$ cat src/rtl/nexys_input_cond.sv
`default_nettype none
// ============================================================================
// Module   : nexys_input_cond
// Purpose  : Synchronizes and debounces the pushbutton and slide switches,
//            and produces the button-IRQ and switch-change pulses.
// Revision : 1.0 - initial release
// ============================================================================
module nexys_input_cond #(
  parameter int NUM_SW          = 16,
  parameter int DEBOUNCE_CYCLES = 500000
) (
  input  logic              clk_i,
  input  logic              rst_i,
  input  logic              btn_i,
  input  logic [NUM_SW-1:0] sw_i,
  output logic              btn_o,
  output logic [NUM_SW-1:0] sw_o,
  output logic              irq_btn_o,
  output logic              sw_chg_o
);

  localparam int c_num_ch = NUM_SW + 1;
  localparam int c_cnt_w  = ($clog2(DEBOUNCE_CYCLES + 1) < 1) ? 1 : $clog2(DEBOUNCE_CYCLES + 1);
  localparam logic [c_cnt_w-1:0] c_cnt_last = c_cnt_w'(DEBOUNCE_CYCLES - 1);
  localparam logic [c_cnt_w-1:0] c_cnt_one  = c_cnt_w'(1);

  generate
    if (DEBOUNCE_CYCLES < 1) begin : g_bad_debounce
      $error("nexys_input_cond: DEBOUNCE_CYCLES must be at least 1");
    end
  endgenerate

  // Channel 0 is the button, channels 1..NUM_SW are the switches.
  logic [c_num_ch-1:0] w_raw;
  logic [c_num_ch-1:0] w_stable;
  logic [c_num_ch-1:0] w_accept;
  logic                w_btn_rise;
  logic                r_irq_btn;
  logic                r_sw_chg;

  assign w_raw = {sw_i, btn_i};

  generate
    for (genvar i = 0; i < c_num_ch; i++) begin : g_chan
      logic               r_s1;
      logic               r_s2;
      logic               r_stable;
      logic [c_cnt_w-1:0] r_cnt;

      always_ff @(posedge clk_i) begin
        if (rst_i) begin
          r_s1     <= 1'b0;
          r_s2     <= 1'b0;
          r_stable <= 1'b0;
          r_cnt    <= '0;
        end else begin
          r_s1 <= w_raw[i];
          r_s2 <= r_s1;
          // Any agreement restarts the count, so only an unbroken run is accepted.
          if (r_s2 == r_stable) begin
            r_cnt <= '0;
          end else if (r_cnt == c_cnt_last) begin
            r_stable <= r_s2;
            r_cnt    <= '0;
          end else begin
            r_cnt <= r_cnt + c_cnt_one;
          end
        end
      end

      assign w_accept[i] = (r_s2 != r_stable) && (r_cnt == c_cnt_last);
      assign w_stable[i] = r_stable;
    end
  endgenerate

  // Pulses are registered alongside the stable flops so they line up with the new level.
  assign w_btn_rise = w_accept[0] & ~w_stable[0];

  always_ff @(posedge clk_i) begin
    if (rst_i) begin
      r_irq_btn <= 1'b0;
      r_sw_chg  <= 1'b0;
    end else begin
      r_irq_btn <= w_btn_rise;
      r_sw_chg  <= |w_accept[c_num_ch-1:1];
    end
  end

  assign btn_o     = w_stable[0];
  assign sw_o      = w_stable[c_num_ch-1:1];
  assign irq_btn_o = r_irq_btn;
  assign sw_chg_o  = r_sw_chg;

endmodule
`default_nettype wire

$ cat config.mk
export PLATFORM = sky130hd
export DESIGN_NAME = nexys_input_cond
export DESIGN_NICKNAME = d
export VERILOG_FILES = /design/src/rtl/nexys_input_cond.sv
export SDC_FILE = /design/constraint.sdc
export NUM_CORES = 1
export LEC_CHECK = 0
export ABC_AREA = 1
export BUFFER_PORTS_ARGS = -buffer_cell sky130_fd_sc_hd__buf_2
export CORE_MARGIN = 4
export CORE_UTILIZATION = 45
export DETAILED_ROUTE_END_ITERATION = 7
export RECOVER_POWER = 50
export SLEW_MARGIN = 20
export SYNTH_ARGS = -nofsm -noshare
export SYNTH_HDL_FRONTEND = slang
export SYNTH_SLANG_ARGS = --single-unit
$ cat constraint.sdc
create_clock -name clk_i -period 1.9 [get_ports clk_i]
set_input_delay 0.285 -clock clk_i [delete_from_list [all_inputs] [get_ports clk_i]]
set_output_delay 0.285 -clock clk_i [all_outputs]
set_load 0.02 [all_outputs]
# == Word-level counts from Yosys, hierarchy flattened ==
# Index checks and enable logic that the tools add are counted.
# word_totals
regBits,376
input_bits,19
output_inout_bits,19
wordCells,209
# op_classes
n_addsub,17
n_eq_ne,51
n_bitwise,19
n_reduce_logical,52
# ops
operator,n
$add A19 B1 Y19 const B,17
$eq A19 B19 Y1 const B,17
$reduce_or A3 Y1,17
$reduce_and A2 Y1,17
$not A1 Y1,18
$eq A1 B1 Y1,17
$logic_and A1 B1 Y1,17
$ne A1 B1 Y1,17
$reduce_or A16 Y1,1
$and A1 B1 Y1,1

# == Logic depth before layout (Yosys ltp) ==
# depth
depth_word,3
ltp_mapped,12
depth_no_buf,12

# == Least setup slack after synthesis ==
# OpenSTA, ideal clock, no wires.
# synth_timing
kind,reg-to-reg
startpoint,register g_chan[16].r_cnt[0]
endpoint,register g_chan[16].r_cnt[18]
setup_time_ns,0.119
t_arrival_ns,1.410
required_time_ns,1.781
setup_slack_ns,0.370
path_stages_with_launch,11
path_buffers,0
synth_period_minus_slack_ns,1.530
path_cell_list,dfxtp_1 -> ha_1 -> nand3_2 -> nor2_2 -> nand2_1 -> nor2_2 -> nand2_1 -> nor2_2 -> nand2_1 -> o21ai_0 -> a21oi_1
# synth_between
elab_chain_len,2
elab_cells_between_ends,3
cone_classes,add/sub: 1; eq/ne: 1; reduce/logical: 1
# synth_rtl
element,line,source
start: declaration,48,logic [c_cnt_w-1:0] r_cnt;
start signal: assignment,66,r_cnt <= r_cnt + c_cnt_one;
"parallel branches: the longest is 2 deep, another holds $add A19 B1 Y19",n/a,
# Parallel ways; which one is timed is not known.
# A chain may end at the register's enable or synchronous reset.

# == Worst setup path in the final report ==
# layout_timing
startpoint,register g_chan[16].r_cnt[1]
endpoint,register g_chan[16].r_cnt[18]
# The elaborated chain is that of the path after synthesis.

==> summary.md <==
| Metric | Value |
|---|---|
| Status | complete, no violations |
| Buf/Inv on CP | 0 |
| Mean Syn Cell Area | 7.25 um2 |
| Class of the most critical setup path | register to register |
| CTS tree | done |
| CP startpoint kind | register |
| Register area share after synthesis | 43.9% |
| Tmin final | 1.70 ns |
| Largest net degree at the start of global routing | 53 |
| Most frequent cell after synthesis | nor2_1 |
| Total GRT Usage | 16.3% |
| DIE HEIGHT | 203 um |
| Clock-pin slew on the worst setup and hold paths | 0.06 ns |
| Reg-to-reg slack, setup | 0.20 ns |
| DP Cell Count | 2903 |
| Placed Area | 18000 um2 |
| Internal cell power | 13.0 mW |
| Total power | 16.3 mW |
| Yosys cell types | 41 |
| Clock power share | 49.9% |
| Post-synth top cells | 381 x nor2_1, 376 x dfxtp_1, 375 x nand2_1, 366 x inv_1, 184 x nand3_1 |
| GR Util met3 | 3.15% |
| Synth-to-layout area growth | 14.3% |
| Routed wire length | 33100 um |
| Final hold vios | 0 |
| Detailed placement HPWL | 23800 um |
| Grt met1 use | 21.8% |
| # Post-CTS Setup Buffers | 0 |
| Final core utilization | 52.1% |
| Endpoints failing setup | 0 |
| GRT met2 Usage | 27.3% |
| Vias in the first global route | 13300 |
| Pre-CTS setup slack | 0.112 ns |
| Hold Path Sink | g_chan[1].r_stable |
| DR pass1 iterations | 5 |
| Via/cell ratio | 4.73 |
| Total global routing overflow | 0 |
| Post-synthesis net count | 2399 |
| Worst slew pin tran | 1.37 ns |
| Post-route DRC | 0 |
| Site Rows | 71 |
| Reg-to-Reg End | g_chan[16].r_cnt[18] |
| Area of the multi-input gates | 8040 um2 |
| Clk sinks | 376 |
| Lkg Pwr | 7.53 nW |
| Worst Setup End Kind | register |
| Levels on crit path | 10 |
| HP Start | rst_i |
| Post-route insts no fill | 2993 |
| Worst path slowest cell | dfxtp_1 |
| Worst Path Max Fanout | 3 |
| Num CTS Buffers | 41 |
| Synthesized instance count | 2363 |
| Post-Syn Area | 17100 um2 |
| Maxcap violations | 0 |
| First-pass GRT wire length | 58700 um |
| Initial Util | 45.6% |
| Net Switching | 3.31 mW |
| CP most frequent cell | nand2_1 |
| Hold path depth | 5 |
| Worst setup margin | 0.195 ns |
| Switching share of total power | 20.3% |
| Final Slew Violations | 0 |
| H-tree levels | 2 |
| Largest delay contributor family on the critical path | simple AND/OR/NAND/NOR gates |
| Die width | 203 um |
| Synth top area share | 43.9% |
| VDD IR max | 0.622 mV |
| Sequential Area | 7530 um2 |
| TNS Setup | 0 ns |
| Slowest cell delay on critical path | 0.35 ns |
| Fill cell count | 3711 |
| Mean routed wirelength per cell | 11.1 um |
| Detailed router's first-iteration violation count | 705 |
| Routed Antenna Nets | 0 |
| Fmax | 0.587 GHz |
| Routed via count | 14100 |
| Nets | 2488 |
| Skew-Pair Late Insertion Delay | 0.55 ns |
| # IOs | 38 |
| CP arrival | 2.14 ns |
| Reg power frac | 48.6% |
| Synth async-reset ratio | 0% |
| Reg2Reg Launch Point | g_chan[16].r_cnt[1] |
| Main synth FF type | dfxtp_1 |
| Initial antenna violation count | 0 |
| CTS root buf | clkbuf_16 |
| Slew margin rel. | 8.73% |
| Comb pwr share | 1.5% |
| Pwr Density | 835 nW/um2 |
| Synth Warn # | 0 |
| Post-Route Skew | 0.0231 ns |
| Worst Hold Slack | 0.279 ns |
| Clock Path Buffers | 3 |
| Synth Register Bits | 376 |
| Req. time, crit path | 2.33 ns |
| Core area | 37600 um2 |
| Worst path cell trace | ha_2, nand3_2, nor2_4, nand2_1, nor2_2, nand2_1, nor2_2, nand2_1, o21ai_0, a21oi_1 |
| # diodes | 0 |
| I/O Buffers | 37 |
| Post-Layout Inst Area | 19600 um2 |
| Gpl congestion | 0.849 |
| Die area | 41300 um2 |
| Post-synth EDFFs | 0 |
| Final Cycle Share | 89.7% |
| Layout cells sized above 1 | 9.79% |
| Worst reg2reg path depth | 10 |
| Area leader, netlist | dfxtp_1 |
| Worst hold-check path type | input port to register |
| Most used routing layer | met2 |
| Top post-synthesis cells by area | dfxtp_1 44%, nor2_1 8.3%, nand2_1 8.2% |
==> logic make-up (layout without fill, tap and decap cells) <==
kind of cell | after synthesis | after routing | synth area share, %
adders and majority gates | 17 | 17 | 1.24
and+or+nand+nor | 1217 | 1217 | 32.6
DFF | 376 | 376 | 43.9
AOI/OAI and AO/OA | 246 | 246 | 7.72
buffers and inverters | 408 | 527 | 9.49
xor gates and xnor gates | 99 | 99 | 5.06
==> final cells by class <==
cell class / count / share of cell area, %
clock buffer: 58 / 6.03
sequential: 376 / 38.4
clock inverter: 15 / 1.09
inverter: 367 / 7.03
tap: 511 / 3.26
multi-input combinational: 1579 / 41.1
timing repair buffer: 87 / 3.09
==> sequential cells by signal (all words and copies together), names as in the netlist <==
| register | count |
|---|---|
| btn_o | 1 |
| g_chan.r_cnt | 323 |
| sw_chg_o | 1 |
| irq_btn_o | 1 |
| g_chan.r_s1 | 17 |
| g_chan.r_s2 | 17 |
| g_chan.r_stable | 16 |
==> power groups by stage <==
stage | registers, mW | clock network, mW | logic (mW)
floorplan | 8.12 | 0 | 0.131
global placement | 8.13 | 0 | 0.218
detailed placement | 8.13 | 0 | 0.221
CTS | 7.95 | 8.44 | 0.249
global route | 7.95 | 8.78 | 0.280
finish | 7.95 | 8.15 | 0.244
==> worst reg2reg max path: stages, from the launching register on <==
cell     delay (ns)
dfxtp_1        0.35
ha_2           0.21
nand3_2        0.14
nor2_4         0.13
nand2_1        0.10
nor2_2         0.13
nand2_1        0.11
nor2_2         0.14
nand2_1        0.08
o21ai_0        0.17
a21oi_1        0.06
==> cell usage in the layout, fill, tap and decap left out, drive strengths merged, types with 5 or more instances in the layout <==
cell type    synthesis  routed
xnor2               18      18
xor2                81      81
o21a                 7       7
or2                 20      20
dfxtp              376     376
inv                366     366
nand4               45      45
nand3              193     193
clkbuf               5      65
ha                  17      17
o21ai               69      69
dlygate4sd3          0      17
nor3               103     103
nand3b               6       6
a211oi               8       8
a21oi              138     138
buf                 36      63
nor4                 8       8
bufinv               0       5
a31oi                9       9
nor3b               21      21
nor2               425     425
nand2              393     393
o21bai              11      11
clkinv               1      10
==> layer usage <==
| metal | share of wire [%] | vias up |
|---|---|---|
| li1 | - | 7689 |
| met5 | 0 | - |
| met3 | 3.3 | 48 |
| met1 | 49 | 6271 |
| met2 | 45 | 138 |
| met4 | 2.1 | 0 |
==> worst max path at each step <==
stage,from,end,slack [ns]
2_1_floorplan,g_chan[16].r_cnt[0],g_chan[16].r_cnt[18],0.37
3_3_place_gp,g_chan[16].r_cnt[0],g_chan[16].r_cnt[18],0.20
3_5_place_dp,g_chan[16].r_cnt[0],g_chan[16].r_cnt[14],0.11
4_1_cts,g_chan[16].r_cnt[0],g_chan[16].r_cnt[18],0.11
5_1_grt,g_chan[16].r_cnt[1],g_chan[16].r_cnt[16],-0.002
6_report,g_chan[16].r_cnt[1],g_chan[16].r_cnt[18],0.20
==> timing repair <==
| action | 4_1_cts | 5_1_grt |
|---|---|---|
| resized for setup | 0 | 13 |
| setup endpoints to repair | 0 | 32 |
| hold buffers | 17 | 0 |
| hold endpoints to repair | 17 | 0 |
Note: power is estimated with default switching activity, not from simulation.
